==> src/rtl/pipe_addsub.sv <==
// Pipelined ripple adder/subtractor, one SEG-bit ripple segment per stage.
// Latency: STAGES cycles from accept to consumable (result visible after edge t+STAGES-1).
// Backpressure: global stall when out_valid & ~out_ready; every stage holds, in_ready drops.
module pipe_addsub #(
    parameter int WIDTH = 32,
    parameter int SEG   = 8
) (
    input  logic             clk,
    input  logic             rst_n,
    input  logic             in_valid,
    output logic             in_ready,
    input  logic [WIDTH-1:0] a,
    input  logic [WIDTH-1:0] b,
    input  logic             cin,
    input  logic             sub,
    output logic             out_valid,
    input  logic             out_ready,
    output logic [WIDTH-1:0] s,
    output logic             cout,
    output logic             ovf
);
    localparam int STAGES = WIDTH / SEG;

    logic [STAGES-1:0] vld_q, vld_d;
    logic [STAGES-1:0] cy_q, cy_d;
    logic [WIDTH-1:0]  opa_q [STAGES];
    logic [WIDTH-1:0]  opb_q [STAGES];
    logic [WIDTH-1:0]  res_q [STAGES];
    logic [WIDTH-1:0]  opa_d [STAGES];
    logic [WIDTH-1:0]  opb_d [STAGES];
    logic [WIDTH-1:0]  res_d [STAGES];
    logic [SEG:0]      seg_sum [STAGES];
    logic              ovf_q, ovf_d;
    logic              stall;

    assign stall    = vld_q[STAGES-1] & ~out_ready;
    assign in_ready = ~stall;

    always_comb begin
        // Stage 0 folds the subtract into inverted B and inverted carry-in.
        opa_d[0]   = a;
        opb_d[0]   = sub ? ~b : b;
        vld_d[0]   = in_valid;
        seg_sum[0] = {1'b0, a[SEG-1:0]} + {1'b0, opb_d[0][SEG-1:0]}
                   + {{SEG{1'b0}}, sub ^ cin};
        res_d[0]   = '0;
        res_d[0][SEG-1:0] = seg_sum[0][SEG-1:0];
        cy_d[0]    = seg_sum[0][SEG];
        for (int k = 1; k < STAGES; k++) begin
            opa_d[k]   = opa_q[k-1];
            opb_d[k]   = opb_q[k-1];
            vld_d[k]   = vld_q[k-1];
            seg_sum[k] = {1'b0, opa_q[k-1][k*SEG +: SEG]}
                       + {1'b0, opb_q[k-1][k*SEG +: SEG]}
                       + {{SEG{1'b0}}, cy_q[k-1]};
            res_d[k]   = res_q[k-1];
            res_d[k][k*SEG +: SEG] = seg_sum[k][SEG-1:0];
            cy_d[k]    = seg_sum[k][SEG];
        end
        // Carry into the MSB is recovered as a^b^sum at that bit.
        ovf_d = opa_d[STAGES-1][WIDTH-1] ^ opb_d[STAGES-1][WIDTH-1]
              ^ res_d[STAGES-1][WIDTH-1] ^ cy_d[STAGES-1];
    end

    always_ff @(posedge clk or negedge rst_n) begin
        if (!rst_n) begin
            vld_q <= '0;
            cy_q  <= '0;
            ovf_q <= 1'b0;
            for (int k = 0; k < STAGES; k++) begin
                opa_q[k] <= '0;
                opb_q[k] <= '0;
                res_q[k] <= '0;
            end
        end else if (!stall) begin
            vld_q <= vld_d;
            cy_q  <= cy_d;
            ovf_q <= ovf_d;
            for (int k = 0; k < STAGES; k++) begin
                opa_q[k] <= opa_d[k];
                opb_q[k] <= opb_d[k];
                res_q[k] <= res_d[k];
            end
        end
    end

    assign out_valid = vld_q[STAGES-1];
    assign s         = res_q[STAGES-1];
    assign cout      = cy_q[STAGES-1];
    assign ovf       = ovf_q;

endmodule

==> config.mk <==
export PLATFORM = sky130hd
export DESIGN_NAME = pipe_addsub
export DESIGN_NICKNAME = d
export VERILOG_FILES = /design/src/rtl/pipe_addsub.sv
export SDC_FILE = /design/constraint.sdc
export NUM_CORES = 1
export LEC_CHECK = 0
export ABC_AREA = 1
export CAP_MARGIN = 30
export CORE_AREA = 2 2 132 134
export DETAILED_ROUTE_END_ITERATION = 8
export DIE_AREA = 0 0 134 136
export GPL_ROUTABILITY_DRIVEN = 0
export GPL_TIMING_DRIVEN = 0
export PLACE_DENSITY = 0.86
export SLEW_MARGIN = 5
export SYNTH_ARGS = -nofsm -noshare
export SYNTH_HDL_FRONTEND = slang
export SYNTH_SLANG_ARGS = --single-unit
==> constraint.sdc <==
create_clock -name clk -period 4.6 [get_ports clk]
set_input_delay 0.46 -clock clk [delete_from_list [all_inputs] [get_ports clk]]
set_output_delay 0.46 -clock clk [all_outputs]
set_load 0.02 [all_outputs]
==> flow_summary.toml, run 1 <==
[global_route]
grt_overflow = 0
grt_pass1_vias = 6980
grt_first_pass_wirelength_microns = 34260
gr-usage-all-layers_pct = 24.20
grt_max_degree = 115
grt_antenna_before_repair = 0

[critical_path]
end_kind = "primary output"
endpoint = "in_ready"
r2r_slack_ns = 2.62
crit_arrival_ns = 2.18
cp_data_required_time_ns = 4.14
reg2reg_depth = 10
r2r_end = "ovf"
r2r_start = "cy_q[2]"
crit_type = "in -> out"
crit_start = "out_ready"
start_kind = "input pin"
path_max_fanout = 10

[power_and_ir_drop]
power_density_nw_per_um2 = 691.2
peakVddDrop_uv = 385.5
comb_power_share_pct = 41.4
switchingPower_mw = 2.878
power_frac_seq_pct = 38.1
sw_frac_of_total_pct = 39.46
total_leakage_power_nw = 5.214
p_clk_share_pct = 20.6
finalPower_mw = 7.294
p_int_mw = 4.416

[clock_network]
clk_latency_ns = 0.44
clk_pin_slew_worst_paths_ns = 0.06
cts_root_buf = "clkbuf_16"
htreeDepth = 4
cts_buffer_depth = 2
cts_setup_buffers = 0
cts_inserted_buffers = 17
post_cts_resize_count = 0
cts_hold_buf = 0
cts_tree = "done"
clkSinkCount = 185

[drt]
drc_errors = 0
drt_iter0_markers = 690
wl_per_cell_microns = 15.40
postRouteAntennaNets = 0
viasPerCell = 5.276
vias = 7101
wirelength_microns = 20740
first_pass_iters = 9

[logic_synthesis]
synth_xor_area_share_pct = 3.973
synth-adder-area-share_pct = 5.938
yosys.area_share.simple_pct = 21.92
synth_fp_nets = 1090
synth_area_sq_um = 8597
synth-edff-count = 0
synth_cell_types = 28
synth_ff_type = "dfrtp_1"
yosysSeqAreaShare_pct = 53.85
ys_seq_elements = 185
synth_cells = 984
yosysWarnings = 0
synth_top_family_by_area = "simple AND/OR/NAND/NOR gates"
synth_compound_area_share_pct = 7.932
synth.area.mux_share_pct = 0
async_flop_share_pct = 100.0
postSynthAreaPerCell_sq_um = 8.737

[timing]
setup_viol = 0
relSlewSlack_pct = 44.86
max_freq_ghz = 0.3783
timing.final.crit_share_pct = 57.46
final_max_slew_viol_count = 0
min_period_ns = 2.643
tightest_slew_ns = 0.8271
fin_ws_ns = 1.957
final.setup_skew_ns = 0.008831
rsz0062_at_grt = "false"
hold_viol = 0

[placed_design]
dp.cells = 1314
io_buffers = 104
pre_cts_slack_ns = 1.989
hpwl_microns = 14430

[die]
dieArea_sq_um = 18220
core_area_sq_um = 16880
die_h_microns = 136
initial_utilization_pct = 50.94
num_rows = 48
io_pins = 106
die_x_microns = 134

[cells_and_area]
antennaDiodeCount = 0
fin_cells = 1346
layout-area-overhead-vs-synth_pct = 22.75
nNetsFinal = 1214
drive_gt1_share_pct = 6.244

[min_path]
holdCritPathClass = "in -> async"

[job]
cap_viol_max_count = 0

[status]
status = "finished, final reports clean"
[worst min path at each step]
stage | cells after the start | slack [ns] | endpoint
2_1_floorplan | 0 | 0.16 | cy_q[0]
3_3_place_gp | 2 | 0.45 | opa_d[63]
3_5_place_dp | 2 | 0.46 | res_d[35]
4_1_cts | 1 | 0.14 | opb_d[73]
5_1_grt | 1 | 0.18 | opa_d[74]
6_report | 1 | 0.11 | opa_d[74]
[sequential cells by signal, indices dropped and copies added (netlist names)]
name,cells
opb_d,48
opa_d,48
s,32
vld_q,4
cy_q,4
ovf,1
res_d,48
[worst max-delay path, stage by stage]
cell             delay, ns
clkdlybuf4s50_1       0.51
nor2_4                0.09
inv_2                 0.11
buf_6                 0.15
buf_2                 0.21
clkdlybuf4s50_1       0.65
[layout by cell type (no fill, tap or decap), types with 2 or more instances in the layout]
master / netlist / final
nand2_1: 405 / 405
dfrtp_1: 185 / 185
clkdlybuf4s50_1: 0 / 103
o21ai_0: 99 / 99
inv_1: 67 / 67
xnor2_1: 28 / 28
nor2_1: 28 / 28
ha_1: 28 / 28
nand3_1: 25 / 25
a21oi_1: 19 / 19
clkbuf_16: 0 / 17
buf_2: 16 / 16
xor2_1: 11 / 11
buf_6: 11 / 11
o21ai_1: 11 / 11
clkbuf_1: 10 / 11
fa_1: 8 / 8
buf_4: 7 / 7
nand4_1: 6 / 6
nand3b_1: 5 / 5
clkinv_2: 0 / 4
or2_1: 3 / 3
a21o_1: 3 / 3
inv_6: 0 / 3
bufinv_16: 0 / 3
nor3_1: 2 / 2
clkinvlp_4: 0 / 2
[synth_stat cells (10+ instances only)]
cell	number	area share [%]
buf_6	11	1.4
clkbuf_1	10	0.44
o21ai_0	99	5.8
o21ai_1	11	0.64
nand3_1	25	1.5
a21oi_1	19	1.1
inv_1	67	2.9
ha_1	28	4.1
dfrtp_1	185	54
nand2_1	405	18
xnor2_1	28	2.9
buf_2	16	0.93
xor2_1	11	1.1
nor2_1	28	1.2
[power by group through the flow]
stage / Sequential, mW / Clock (mW) / Combinational [mW]
finish: 2.78 / 1.50 / 3.02
global route: 2.84 / 1.58 / 3.39
CTS: 2.77 / 1.51 / 3.00
detailed placement: 2.78 / 0 / 2.94
global placement: 2.76 / 0 / 2.83
floorplan: 2.85 / 0 / 1.82
[per-stage QoR]
stage | area (sq um) | hold slack (ns) | utilization [%] | setup TNS (ns)
6_report | 10550 | 0.1063 | 62.53 | 0
5_1_grt | 10550 | 0.1751 | 62.53 | 0
4_1_cts | 10550 | 0.1361 | 62.53 | 0
3_5_place_dp | 9952 | 0.4550 | 58.97 | 0
3_3_place_gp | 9920 | 0.4500 | 58.78 | -775.79
2_1_floorplan | 8597 | 0.1644 | - | 0
[per-layer routing]
metal	vias to the layer above	GRT usage, %	share of wire [%]
met3	59	5.295	6.8
met5	-	0	0
met2	298	40.54	49
met4	0	10.05	2.9
met1	3391	30.63	41
li1	3353	-	-
[cells by family (layout without fill, tap and decap cells)]
| logic type | after synthesis | after routing |
|---|---|---|
| AO/OA/AOI/OAI | 134 | 134 |
| XOR/XNOR | 39 | 39 |
| adder cells (fa/ha/maj) | 36 | 36 |
| buffers and inverters | 112 | 249 |
| flip-flops | 185 | 185 |
| AND/OR/NAND/NOR | 478 | 478 |
[final cells by class]
type | count | area [sq um]
Fill cell | 1347 | 6324
Tap cell | 225 | 281.5
Buffer | 44 | 294.0
Clock inverter | 14 | 171.4
Sequential cell | 185 | 4629
Multi-Input combinational cell | 687 | 3418
Inverter | 68 | 255.2
Clock buffer | 18 | 429.2
Timing Repair Buffer | 105 | 1074
No activity file was read; power rests on OpenSTA's default activity.
==> inputs of run 2 (changes only) <==
--- a/config.mk
+++ b/config.mk
@@ -7,9 +7,9 @@
 export LEC_CHECK = 0
 export ABC_AREA = 1
 export CAP_MARGIN = 30
-export CORE_AREA = 2 2 132 134
+export CORE_AREA = 2 2 135 137
 export DETAILED_ROUTE_END_ITERATION = 8
-export DIE_AREA = 0 0 134 136
+export DIE_AREA = 0 0 137 139
 export GPL_ROUTABILITY_DRIVEN = 0
 export GPL_TIMING_DRIVEN = 0
 export PLACE_DENSITY = 0.86
==> constraint.sdc (replaced) <==
create_clock -name clk -period 2.4 [get_ports clk]
set_input_delay 0.24 -clock clk [delete_from_list [all_inputs] [get_ports clk]]
set_output_delay 0.24 -clock clk [all_outputs]
set_load 0.02 [all_outputs]
==> flow_summary.toml, run 2 (synthesized netlist as in run 1, its figures left out) <==
[status]
status = "finished, final reports clean"

[cells_and_area]
fin_area_sq_um = 10520
layout_commonest_cell = "nand2_1"
nNetsFinal = 1215
final_core_util_pct = 59.60
mostFrequentLayoutCells = "nand2_1, dfrtp_1, clkdlybuf4s50_1, o21ai_0, inv_1"
antennaDiodeCount = 0
drive_gt1_share_pct = 6.244
layout-area-overhead-vs-synth_pct = 22.41

[critical_path]
r2r_start = "cy_q[0]"
max_stage_delay_ns = 0.49
r2r_slack_ns = 0.40
reg2reg_depth = 6
slowest_stage = "fa_1"
crit_type = "reg -> reg"
end_kind = "flip-flop"
start_kind = "flip-flop"
crit_chain = "fa_1 -> fa_1 -> and3_1 -> o21ai_0 -> nand2_1 -> o21ai_0"
r2r_end = "res_d[44]"
crit_arrival_ns = 2.35
cp_data_required_time_ns = 2.75
cp.buffers_inverters = 0
path_max_fanout = 4
crit_family = "adder cells"

[global_route]
grt_pass1_vias = 6797
grt_antenna_before_repair = 0
gr-usage-all-layers_pct = 22.42
grt_max_degree = 124
grt_overflow = 0
grt_first_pass_wirelength_microns = 33280

[drt]
viasPerCell = 5.133
wl_per_cell_microns = 15.13
drt_iter0_markers = 588
first_pass_iters = 7
vias = 6930
wirelength_microns = 20420
drc_errors = 0
postRouteAntennaNets = 0

[min_path]
min_to = "opb_d[95]"
holdCritPathClass = "in -> reg"
holdPathStages = 3
worstHoldStart = "sub"

[timing]
hold_viol = 0
timing.final.crit_share_pct = 83.33
tightest_slew_ns = 0.6133
relSlewSlack_pct = 59.11
setup_viol = 0
max_freq_ghz = 0.5000
finalSetupTns_ns = 0
final_max_slew_viol_count = 0
min_period_ns = 2.000
rsz0062_at_grt = "false"
final.setup_skew_ns = 0.009134

[placed_design]
hpwl_microns = 14670
placed_cell_area_sq_um = 9957
io_buffers = 104

[clock_network]
clk_latency_ns = 0.43
clkSinkCount = 185
cts_tree = "done"
cts_inserted_buffers = 17
clk_pin_slew_worst_paths_ns = 0.07
cts_root_buf = "clkbuf_16"
htreeDepth = 4
cts_buffer_depth = 2

[die]
core_area_sq_um = 17660
initial_utilization_pct = 48.69
die_x_microns = 137
dieArea_sq_um = 19040
num_rows = 49
io_pins = 106
die_h_microns = 139

[power_and_ir_drop]
power_density_nw_per_um2 = 1305
peakVddDrop_uv = 690.0
total_leakage_power_nw = 5.209

[job]
cap_viol_max_count = 0
run 2: cell count changes in the layout (fill, tap and decap cells not counted), moves of 2 or more:
| cell | change |
|---|---|
| bufinv_16 | -3 |
| clkinvlp_4 | -2 |
| clkinv_4 | +2 |
| clkbuf_8 | +3 |
run 2: worst max path at each step:
stage	from	cells past startpoint	to
5_1_grt	cy_q[2]	10	ovf
6_report	cy_q[0]	6	res_d[44]
3_5_place_dp	sub	12	res_d[68]
2_1_floorplan	sub	12	res_d[68]
3_3_place_gp	rst_n	1	s[28]
4_1_cts	vld_q[3]	6	in_ready
run 2: through the flow:
step | hold WS, ns | instances | power, mW | setup slack [ns]
6_report | 0.2667 | 1350 | 13.73 | 0.4000
5_1_grt | 0.3158 | 1350 | 14.72 | 0.2632
4_1_cts | 0.2709 | 1350 | 13.72 | 0.04586
3_5_place_dp | 0.2105 | 1318 | 10.99 | 0.08779
3_3_place_gp | 0.4500 | 1317 | 10.70 | -6.159
2_1_floorplan | -0.05559 | 984 | 8.952 | 0.4568
run 2: layout make-up:
class	count	area (sq um)
Inverter	68	255.2
Tap cell	229	286.5
Sequential cell	185	4629
Fill cell	1453	7133
Timing Repair Buffer	106	1086
Clock inverter	11	87.58
Clock buffer	20	466.7
Multi-Input combinational cell	687	3418
Buffer	44	294.0
run 2: power by group:
group,total (mW),internal (mW),switching (mW)
combinational,5.78,2.31,3.46
clock,2.65,1.42,1.22
sequential,5.31,4.51,0.797
run 2: what timing repair did:
item | CTS | global route
hold buffers | 1 | 0
buffers inserted | 0 | 0
gates resized for setup | 0 | 1
hold endpoints to repair | 62 | 0
endpoints found under the setup margin | 0 | 1
run 2: routing by layer:
metal | global-route usage, % | up-vias | part of all wire (%)
li1 | - | 3340 | -
met1 | 30.16 | 3309 | 42
met2 | 35.64 | 231 | 48
met3 | 4.788 | 50 | 7.0
met4 | 8.573 | 0 | 3.0
met5 | 0 | - | 0
run 2: worst min-delay path: cells and delay by family:
| kind | cells | cell delay (ns) |
|---|---|---|
| AO/OA/AOI/OAI | 1 | 0.07 |
| buffers and inverters | 1 | 0.18 |
| XOR/XNOR | 1 | 0.16 |
